==> src/rtl/pipe_hazard_ctrl_pkg.sv <==
// Shared types for the pipeline sequencing controller: FSM states, control-bundle
// widths, and the output bundle with its reset and per-state values.
package pipe_ctrl_pkg;

   typedef enum logic [1:0] {
      RUN      = 2'd0,
      MEM_WAIT = 2'd1,
      ABORT    = 2'd2
   } state_e;

   localparam int WB_W = 2;
   localparam int M_W  = 3;
   localparam int EX_W = 5;

   // M group ordering is {Branch, MemRead, MemWrite}
   localparam int M_MEMREAD_IDX = 1;

   typedef struct packed {
      logic pc_write;
      logic if_write;
      logic if_flush;
      logic ctr_flush;
      logic mem_stall;
   } ctrl_t;

   localparam ctrl_t CTRL_RST    = '{pc_write: 1'b0, if_write: 1'b0, if_flush: 1'b1, ctr_flush: 1'b1, mem_stall: 1'b0};
   localparam ctrl_t CTRL_RUN    = '{pc_write: 1'b1, if_write: 1'b1, if_flush: 1'b0, ctr_flush: 1'b0, mem_stall: 1'b0};
   localparam ctrl_t CTRL_FREEZE = '{pc_write: 1'b0, if_write: 1'b0, if_flush: 1'b0, ctr_flush: 1'b0, mem_stall: 1'b1};
   localparam ctrl_t CTRL_LU     = '{pc_write: 1'b0, if_write: 1'b0, if_flush: 1'b0, ctr_flush: 1'b1, mem_stall: 1'b0};
   localparam ctrl_t CTRL_ABORT  = '{pc_write: 1'b1, if_write: 1'b0, if_flush: 1'b1, ctr_flush: 1'b1, mem_stall: 1'b0};

   // Normal-flow decision: a load-use bubble beats a redirect flush
   function automatic ctrl_t run_ctrl(input logic lu_hit, input logic redirect);
      ctrl_t c;
      c = CTRL_RUN;
      if (lu_hit) begin
         c = CTRL_LU;
      end else if (redirect) begin
         c.if_flush = 1'b1;
      end else begin
         c = CTRL_RUN;
      end
      return c;
   endfunction

   function automatic logic [31:0] sat_inc32(input logic [31:0] v);
      return (v == 32'hFFFF_FFFF) ? v : v + 32'd1;
   endfunction

endpackage

==> src/rtl/pipe_hazard_ctrl_load_use_detect.sv <==
// Load-use hazard compare between the load in EX and the sources of the ID instruction.
module load_use_detect
   import pipe_ctrl_pkg::*;
(
   input  logic [4:0] id_rs,
   input  logic [4:0] id_rt,
   input  logic       id_uses_rt,
   input  logic       ex_memread,
   input  logic [4:0] ex_rt,
   output logic       hit
);

   // $0 is hard-wired zero, so a load targeting it never hazards
   assign hit = ex_memread && (ex_rt != 5'd0) &&
                ((ex_rt == id_rs) || (id_uses_rt && (ex_rt == id_rt)));

endmodule

==> src/rtl/pipe_hazard_ctrl.sv <==
// Pipeline sequencing controller: load-use bubbles, redirect flush, memory-wait freeze
// with watchdog abort. Optional perf counters under PIPE_HAZARD_PERF_EN.
module pipe_hazard_ctrl
   import pipe_ctrl_pkg::*;
#(
   parameter int MEM_TIMEOUT = 16,
   parameter int CNT_W       = 8
) (
   input  logic       clk,
   input  logic       rst,
   input  logic [4:0] id_rs,
   input  logic [4:0] id_rt,
   input  logic       id_uses_rt,
   input  logic       ex_memread,
   input  logic [4:0] ex_rt,
   input  logic       id_redirect,
   input  logic       mem_req,
   input  logic       mem_ready,
   output logic       pc_write,
   output logic       if_write,
   output logic       if_flush,
   output logic       ctr_flush,
   output logic       mem_stall,
   output logic       mem_err
`ifdef PIPE_HAZARD_PERF_EN
   ,
   output logic [31:0] perf_lu_stalls,
   output logic [31:0] perf_mem_stalls,
   output logic [31:0] perf_flushes
`endif
);

   state_e           state_q, state_d;
   logic [CNT_W-1:0] cnt_q, cnt_d;
   logic             mem_err_q, mem_err_d;
   logic             lu_hit;
   ctrl_t            ctl;

   load_use_detect u_lud (
      .id_rs      (id_rs),
      .id_rt      (id_rt),
      .id_uses_rt (id_uses_rt),
      .ex_memread (ex_memread),
      .ex_rt      (ex_rt),
      .hit        (lu_hit)
   );

   always_comb begin
      ctl       = CTRL_RUN;
      state_d   = state_q;
      cnt_d     = cnt_q;
      mem_err_d = mem_err_q;
      if (rst) begin
         ctl       = CTRL_RST;
         state_d   = RUN;
         cnt_d     = '0;
         mem_err_d = 1'b0;
      end else begin
         case (state_q)
            RUN: begin
               if (mem_req && !mem_ready) begin
                  ctl     = CTRL_FREEZE;
                  state_d = MEM_WAIT;
                  cnt_d   = CNT_W'(1);
               end else begin
                  ctl = run_ctrl(lu_hit, id_redirect);
               end
            end
            MEM_WAIT: begin
               // Ready releases the freeze in the same cycle
               if (mem_ready) begin
                  ctl     = run_ctrl(lu_hit, id_redirect);
                  state_d = RUN;
                  cnt_d   = '0;
               end else if (cnt_q == CNT_W'(MEM_TIMEOUT)) begin
                  ctl       = CTRL_FREEZE;
                  state_d   = ABORT;
                  cnt_d     = '0;
                  mem_err_d = 1'b1;
               end else begin
                  ctl   = CTRL_FREEZE;
                  cnt_d = cnt_q + CNT_W'(1);
               end
            end
            ABORT: begin
               ctl     = CTRL_ABORT;
               state_d = RUN;
               cnt_d   = '0;
            end
            default: begin
               ctl     = CTRL_RST;
               state_d = RUN;
               cnt_d   = '0;
            end
         endcase
      end
   end

   always_ff @(posedge clk) begin
      state_q   <= state_d;
      cnt_q     <= cnt_d;
      mem_err_q <= mem_err_d;
   end

   assign pc_write  = ctl.pc_write;
   assign if_write  = ctl.if_write;
   assign if_flush  = ctl.if_flush;
   assign ctr_flush = ctl.ctr_flush;
   assign mem_stall = ctl.mem_stall;
   assign mem_err   = mem_err_q;

`ifdef PIPE_HAZARD_PERF_EN
   logic [31:0] perf_lu_q, perf_lu_d;
   logic [31:0] perf_mem_q, perf_mem_d;
   logic [31:0] perf_fl_q, perf_fl_d;

   // A load-use bubble is the only response with ctr_flush but no if_flush
   always_comb begin
      perf_lu_d  = perf_lu_q;
      perf_mem_d = perf_mem_q;
      perf_fl_d  = perf_fl_q;
      if (rst) begin
         perf_lu_d  = 32'd0;
         perf_mem_d = 32'd0;
         perf_fl_d  = 32'd0;
      end else begin
         if (ctl.ctr_flush && !ctl.if_flush) perf_lu_d = sat_inc32(perf_lu_q);
         else perf_lu_d = perf_lu_q;
         if (ctl.mem_stall) perf_mem_d = sat_inc32(perf_mem_q);
         else perf_mem_d = perf_mem_q;
         if (ctl.if_flush) perf_fl_d = sat_inc32(perf_fl_q);
         else perf_fl_d = perf_fl_q;
      end
   end

   always_ff @(posedge clk) begin
      perf_lu_q  <= perf_lu_d;
      perf_mem_q <= perf_mem_d;
      perf_fl_q  <= perf_fl_d;
   end

   assign perf_lu_stalls  = perf_lu_q;
   assign perf_mem_stalls = perf_mem_q;
   assign perf_flushes    = perf_fl_q;
`endif

endmodule

==> config.mk <==
export PLATFORM = sky130hd
export DESIGN_NAME = pipe_hazard_ctrl
export DESIGN_NICKNAME = d
export VERILOG_FILES = /design/src/rtl/pipe_hazard_ctrl_pkg.sv /design/src/rtl/pipe_hazard_ctrl_load_use_detect.sv /design/src/rtl/pipe_hazard_ctrl.sv
export SDC_FILE = /design/constraint.sdc
export NUM_CORES = 1
export LEC_CHECK = 0
export ABC_AREA = 1
export CAP_MARGIN = 20
export CORE_MARGIN = 8
export CORE_UTILIZATION = 40
export CTS_CLUSTER_SIZE = 40
export DETAILED_ROUTE_END_ITERATION = 7
export GPL_TIMING_DRIVEN = 0
export PLACE_DENSITY = 0.76
export SETUP_SLACK_MARGIN = 0.15
export SLEW_MARGIN = 20
export SYNTH_ARGS = -nofsm -noshare
export SYNTH_HDL_FRONTEND = slang
export SYNTH_SLANG_ARGS = --single-unit
==> constraint.sdc <==
create_clock -name clk -period 1.31 [get_ports clk]
set_input_delay 0.262 -clock clk [delete_from_list [all_inputs] [get_ports clk]]
set_output_delay 0.262 -clock clk [all_outputs]
set_load 0.05 [all_outputs]
==> flow_summary_export.csv, run 1 <==
group,metric,value,unit
setup_path,worstPathArrival,1.38,ns
logic_synthesis,synth_top_area_frac,0.272,
cts,cts-root-buf,"clkbuf_4",
timing,final-setup-viol-count,11,
cts,h-tree-depth,1,
power,clkPwrFrac,0.260,
setup_path,rr_worst_depth,8,
final_layout,final-instance-count-excl-fill,210,
power,ir_worst_vdd,0.371,mV
setup_path,crit_type,"flop to output pin",
global_route,groute.usage.overall,0.145,
setup_path,regToRegStartpoint,"state_q[1]$_SDFFE_PP0P_",
power,sw_frac_of_total,0.377,
final_layout,syn_to_final_growth,88.4,%
timing,max_freq,608,MHz
placement,post-place-ws,-1.40,ns
global_route,grt-ovfl-total,0,
power,p_int,636,uW
worst_hold_path,whs_path_depth,2,
global_route,antenna_found_initial,0,
die,dieWidth,61.0,microns
setup_path,cp_slowest_cell,"dfxtp_4",
die,initial_core_util,0.416,
worst_hold_path,hp-class,"input port to flop",
cts,cts_hold_buf,0,
final_layout,seqCellArea,235,sq um
global_route,grt_first_pass_wirelength,4120,microns
setup_path,crit_chain,"nor2_4, nand2_4, o21ai_4, nand2_4, a21oi_4, buf_6",
timing,finalMaxSlewViolations,0,
timing,fin_crit,1.65,ns
logic_synthesis,syn_area,808,sq um
timing,setup_slack,-0.335,ns
drt,drc,0,
timing,tightest_slew,0.288,ns
drt,vias,1058,
logic_synthesis,ys_types,21,
placement,dp_hpwl,1720,microns
die,die_h,61.0,microns
final_layout,drive_above_1_share,0.563,
setup_path,cpPeakStageDelay,0.38,ns
final_layout,antenna_cells,0,
logic_synthesis,seq_area_frac_synth,0.272,
global_route,grt_pass1_vias,948,
die,die_area,0.00371,sq mm
final_layout,layout.nets,208,
power,totalPowerFinal,1020,uW
power,p_comb_frac,0.397,
cts,cts_buffers,3,
logic_synthesis,yosys.area.top_type,"dfxtp_1",
global_route,grt_max_degree,9,
timing,setup_tns,-1.70,ns
power,power.share.sequential,0.344,
drt,first_iter_violations,56,
die,io_pins,28,
setup_path,end_kind,"output pin",
timing,rsz0062_at_grt,"true",
worst_hold_path,min_from,"rst",
logic_synthesis,synth_edf_count,0,
logic_synthesis,yosysWarnings,0,
setup_path,regToRegSetupSlack,-0.04,ns
drt,detail-route-antenna-nets,0,
drt,via_per_inst,5.04,
logic_synthesis,syn-num-nets,161,
logic_synthesis,synth_seq_cells,11,
setup_path,cp_max_fo,3,
power,p_leak,0.000723,uW
drt,drtPass1Iterations,4,
timing,finClkSkew,0.00491,ns
setup_path,worstPathRequired,1.05,ns
final_layout,fillers,139,
outcome,violations,"setup timing",
placement,port_buffers,26,
placement,gp_congestion,0.813,
die,rows,16,
cts,insertion_delay,0.29,ns
cts,ctsLongestPathBuffers,2,
job,maxCapViolations,0,
timing,finalHoldViolCount,0,
logic_synthesis,synth_commonest_cells,"nand2_1 (38), inv_1 (24), nor2_1 (19)",
outcome,outcome,"complete, but fails checks",
setup_path,crit_top_cell,"nand2_4",
setup_path,start_kind,"flop",
timing,relSlewSlack,0.808,
cts,clk_pin_slew,0.08,ns
cts,clock-sinks,11,
drt,wirelength,3090,microns
drt,wire_per_inst,14.7,microns
final_layout,multi_input_area,741,sq um
setup_path,timing.rr.end,"cnt_q[3]$_SDFFE_PP0P_",
logic_synthesis,synth.area.top_cells,"dfxtp_1 (27%), nand2_1 (18%), inv_1 (11%)",
logic_synthesis,synthCells,137,
timing,min_period_over_period,1.26,
power,switching_power,384,uW
timing,whs,0.350,ns
logic_synthesis,synth_top_flop_cell,"dfxtp_1",
die,core-area,0.00194,sq mm
power,p_per_area,670,mW/mm^2
worst_hold_path,hold_path_end,"state_q[1]$_SDFFE_PP0P_",
logic_synthesis,ys_async_sr_fraction,0,
logic_synthesis,syn_avg_cell_area,5.90,sq um
cts,cts_tree,"yes",
logic_synthesis,yosysMostFrequentCell,"nand2_1",
placement,dpl.cell_count,190,
[worst max path at each step]
stage,from,endpoint,cells past startpoint
2_1_floorplan,ex_rt[1],pc_write,7
3_3_place_gp,ex_rt[1],pc_write,10
3_5_place_dp,ex_rt[1],pc_write,10
4_1_cts,state_q[1]$_SDFFE_PP0P_,pc_write,6
5_1_grt,state_q[1]$_SDFFE_PP0P_,pc_write,6
6_report,state_q[1]$_SDFFE_PP0P_,pc_write,6
[power groups by stage]
stage               Sequential, uW  Combinational (uW)  Clock [uW]
floorplan                      356                 179           0
global placement               357                 292           0
global route                   351                 431         271
CTS                            347                 335         238
finish                         350                 404         265
detailed placement             358                 296           0
[placed cells by master (no fill, tap or decap), types with 2 or more instances in the layout]
cell	count
clkbuf_4	4
inv_4	4
nor3_4	2
nor2_2	6
nor2_1	13
nand2_2	8
nor2_4	6
dfxtp_2	3
nand3_2	2
nand2_4	6
a21o_1	2
nand4_1	2
nand2_1	28
a21oi_1	3
dfxtp_1	5
dlygate4sd2_1	3
inv_1	13
buf_2	3
buf_6	8
buf_4	13
inv_2	5
dfxtp_4	3
nand3_1	3
o21ai_4	2
a21oi_4	3
nor3_2	3
clkbuf_2	9
[per-stage QoR]
| stage | utilization | cell area (sq um) |
|---|---|---|
| global placement | 0.615 | 1190 |
| CTS | 0.712 | 1380 |
| global route | 0.784 | 1520 |
| finish | 0.784 | 1520 |
| floorplan | - | 901 |
| detailed placement | 0.615 | 1190 |
[cells by family after synthesis]
| kind of cell | synth area share |
|---|---|
| compound gates | 0.0960 |
| xor+xnor | 0.0325 |
| fa+ha+maj | 0.0310 |
| buf+inv | 0.121 |
| flops | 0.272 |
| simple gates | 0.447 |
[worst max-delay path, delay by kind of cell, from the launching register on]
family | cells | cell delay, ns
DFF | 1 | 0.38
and+or+nand+nor | 3 | 0.33
AOI/OAI and AO/OA | 2 | 0.20
buffers and inverters | 1 | 0.17
[registers in the layout, indices dropped and copies added (netlist names)]
register and flops:
cnt_q 8, mem_err 1, state_q 2
[metal layers]
layer / global-route usage / share of wire / vias up
li1: - / - / 511
met1: 0.163 / 0.38 / 478
met2: 0.246 / 0.51 / 54
met3: 0.0445 / 0.080 / 15
met4: 0.0598 / 0.035 / 0
met5: 0 / 0 / -
[layout make-up]
cell class | count | area share
Inverter | 25 | 0.0830
Clock buffer | 4 | 0.0173
Tap cell | 27 | 0.0222
Buffer | 1 | 0.00329
Sequential cell | 11 | 0.154
Timing Repair Buffer | 42 | 0.233
Multi-Input combinational cell | 100 | 0.486
[what timing repair did]
action                     in CTS  in global routing
buffers inserted                6                 10
pin swaps                      27                 13
gates resized for setup       115                 42
setup endpoints to repair      14                 16
Power figures use the tool's default switching activity.
==> run 2: changes to the inputs <==
- CORE_UTILIZATION: 40 -> 44
- GPL_TIMING_DRIVEN: 0 -> unset
- PLACE_DENSITY: 0.76 -> 0.82
- TNS_END_PERCENT: unset -> 50
==> run 2 against run 1 <==
  * The flow still finishes with violations (setup timing)
  * Utilization increased by 11 points
  * Count of clock-buffer cells in the layout unchanged
  * Hold slack improved by 0.17 ns
  * Worst setup slack got worse by 0.025 ns
  * Clock power decreased by 6%
  * Largest cell class unchanged
  * Register-to-register slack got worse by 0.12 ns
  * Largest power group unchanged
  * Clock skew decreased by 0.0041 ns
  * Non-clock buffer count increased by 1
==> flow_summary_export.csv, run 2 (synthesized netlist as in run 1, its figures left out) <==
group,metric,value,unit
drt,wire_per_inst,17.4,microns
final_layout,multi_input_area,733,sq um
final_layout,stdcell_area,0.00154,sq mm
die,rows,15,
cts,clock-sinks,11,
global_route,grt_max_degree,8,
worst_hold_path,hp-class,"flop to flop",
worst_hold_path,min_from,"cnt_q[1]$_SDFFE_PP0P_",
timing,max_freq,599,MHz
setup_path,cp_max_fo,3,
drt,drc,0,
power,sw_frac_of_total,0.374,
timing,relSlewSlack,0.754,
timing,finClkSkew,0.000805,ns
placement,dp_hpwl,2010,microns
final_layout,final-instance-count-excl-fill,209,
final_layout,regMostFlops,"cnt_q",
global_route,grt-ovfl-total,0,
final_layout,layout.nets,209,
setup_path,crit_chain,"buf_6, buf_8, inv_12, nand4_1, o21ai_1, inv_1, nand2_2, nand2_4, a21oi_4, buf_12",
outcome,outcome,"complete, but fails checks",
timing,final-setup-viol-count,12,
timing,finalMaxSlewViolations,0,
cts,cts_buffers,3,
drt,drtPass1Iterations,5,
timing,finalHoldViolCount,0,
power,ir_worst_vdd,0.647,mV
setup_path,worstPathArrival,1.41,ns
setup_path,regToRegStartpoint,"state_q[0]$_SDFFE_PP0P_",
power,switching_power,382,uW
placement,port_buffers,27,
setup_path,cp_slowest_cell,"a21oi_4",
power,p_comb_frac,0.417,
placement,dpl.cell_count,203,
timing,tightest_slew,0.365,ns
die,dieWidth,58.9,microns
setup_path,start_kind,"input port",
power,p_leak,0.000717,uW
cts,clk_pin_slew,0.07,ns
timing,setup_slack,-0.360,ns
final_layout,largest_reg_flops,8,
cts,cts_tree,"yes",
cts,h-tree-depth,1,
placement,post-place-ws,-0.681,ns
drt,detail-route-antenna-nets,0,
drt,first_iter_violations,50,
setup_path,end_kind,"output pin",
final_layout,mostFrequentLayoutCell,"nand2_1",
final_layout,antenna_cells,0,
global_route,antenna_found_initial,0,
drt,wirelength,3640,microns
final_layout,fillers,87,
job,maxCapViolations,0,
die,die_area,0.00346,sq mm
die,initial_core_util,0.468,
cts,cts_hold_buf,0,
power,p_int,639,uW
placement,placed_cell_area,0.00137,sq mm
setup_path,cpPeakStageDelay,0.17,ns
die,core-area,0.00173,sq mm
global_route,grt_first_pass_wirelength,4790,microns
global_route,grt_pass1_vias,1095,
timing,fin_crit,1.67,ns
timing,min_period_over_period,1.28,
setup_path,crit_path_start,"ex_rt[1]",
final_layout,syn_to_final_growth,90.4,%
global_route,groute.usage.overall,0.177,
final_layout,drive_above_1_share,0.565,
die,die_h,58.9,microns
final_layout,final_cell_mix,"nand2_1 (23), nor2_1 (17), buf_4 (15)",
timing,rsz0062_at_grt,"true",
final_layout,seqCellArea,233,sq um
cts,ctsLongestPathBuffers,2,
power,p_per_area,664,mW/mm^2
power,totalPowerFinal,1020,uW
die,io_pins,28,
placement,gp_congestion,0.784,
power,power.share.sequential,0.340,
power,clkPwrFrac,0.244,
drt,vias,1149,
setup_path,crit_type,"input port to output pin",
cts,cts-root-buf,"clkbuf_4",
timing,setup_tns,-2.15,ns
outcome,violations,"setup timing",
cts,insertion_delay,0.28,ns
setup_path,worstPathRequired,1.05,ns
drt,via_per_inst,5.50,
-- run 2: cell type report --
cell class,instances,share of cell area
tap,25,0.0203
sequential,11,0.151
inverter,25,0.0756
timing repair buffer,44,0.259
clock buffer,4,0.0171
multi-input combinational,100,0.476
-- run 2: what timing repair did --
item | in CTS | in global routing
pin swaps | 26 | 19
endpoints found under the setup margin | 15 | 16
buffers inserted | 1 | 1
gates resized for setup | 68 | 39
-- run 2: metal layers --
layer / track usage / wire length [microns] / vias up / share of wire
li1: - / - / 517 / -
met1: 0.178 / 1310 / 532 / 0.36
met2: 0.341 / 1930 / 75 / 0.53
met3: 0.0500 / 231 / 25 / 0.063
met4: 0.0478 / 163 / 0 / 0.045
met5: 0 / 0 / - / 0
-- run 2: path summary, 6_finish.rpt --
path / to / slack [ns] / depth (start not counted)
worst max-delay path: pc_write / -0.36 / 10
worst max register to register: cnt_q[2]$_SDFFE_PP0P_ / -0.16 / 8
worst min-delay path: cnt_q[1]$_SDFFE_PP0P_ / 0.52 / 2
worst min register to register: cnt_q[1]$_SDFFE_PP0P_ / 0.52 / 2
-- run 2: power groups by stage --
stage	clock [uW]	sequential (uW)	combinational, uW
CTS	236	347	375
finish	249	347	425
global placement	0	356	355
floorplan	0	355	179
detailed placement	0	356	363
global route	260	348	446
-- run 2: metrics by stage --
stage                     hold WS, ns   util
after floorplan                 0.457      -
after global placement          0.507  0.793
after detailed placement        0.509  0.793
after CTS                       0.537  0.851
after global routing            0.525  0.891
final                           0.518  0.891
-- run 2: worst max-delay path, delay by kind of cell --
| family | cells | cell delay (ns) |
|---|---|---|
| buffers and inverters | 5 | 0.49 |
| AND/OR/NAND/NOR | 3 | 0.32 |
| AO/OA/AOI/OAI | 2 | 0.32 |
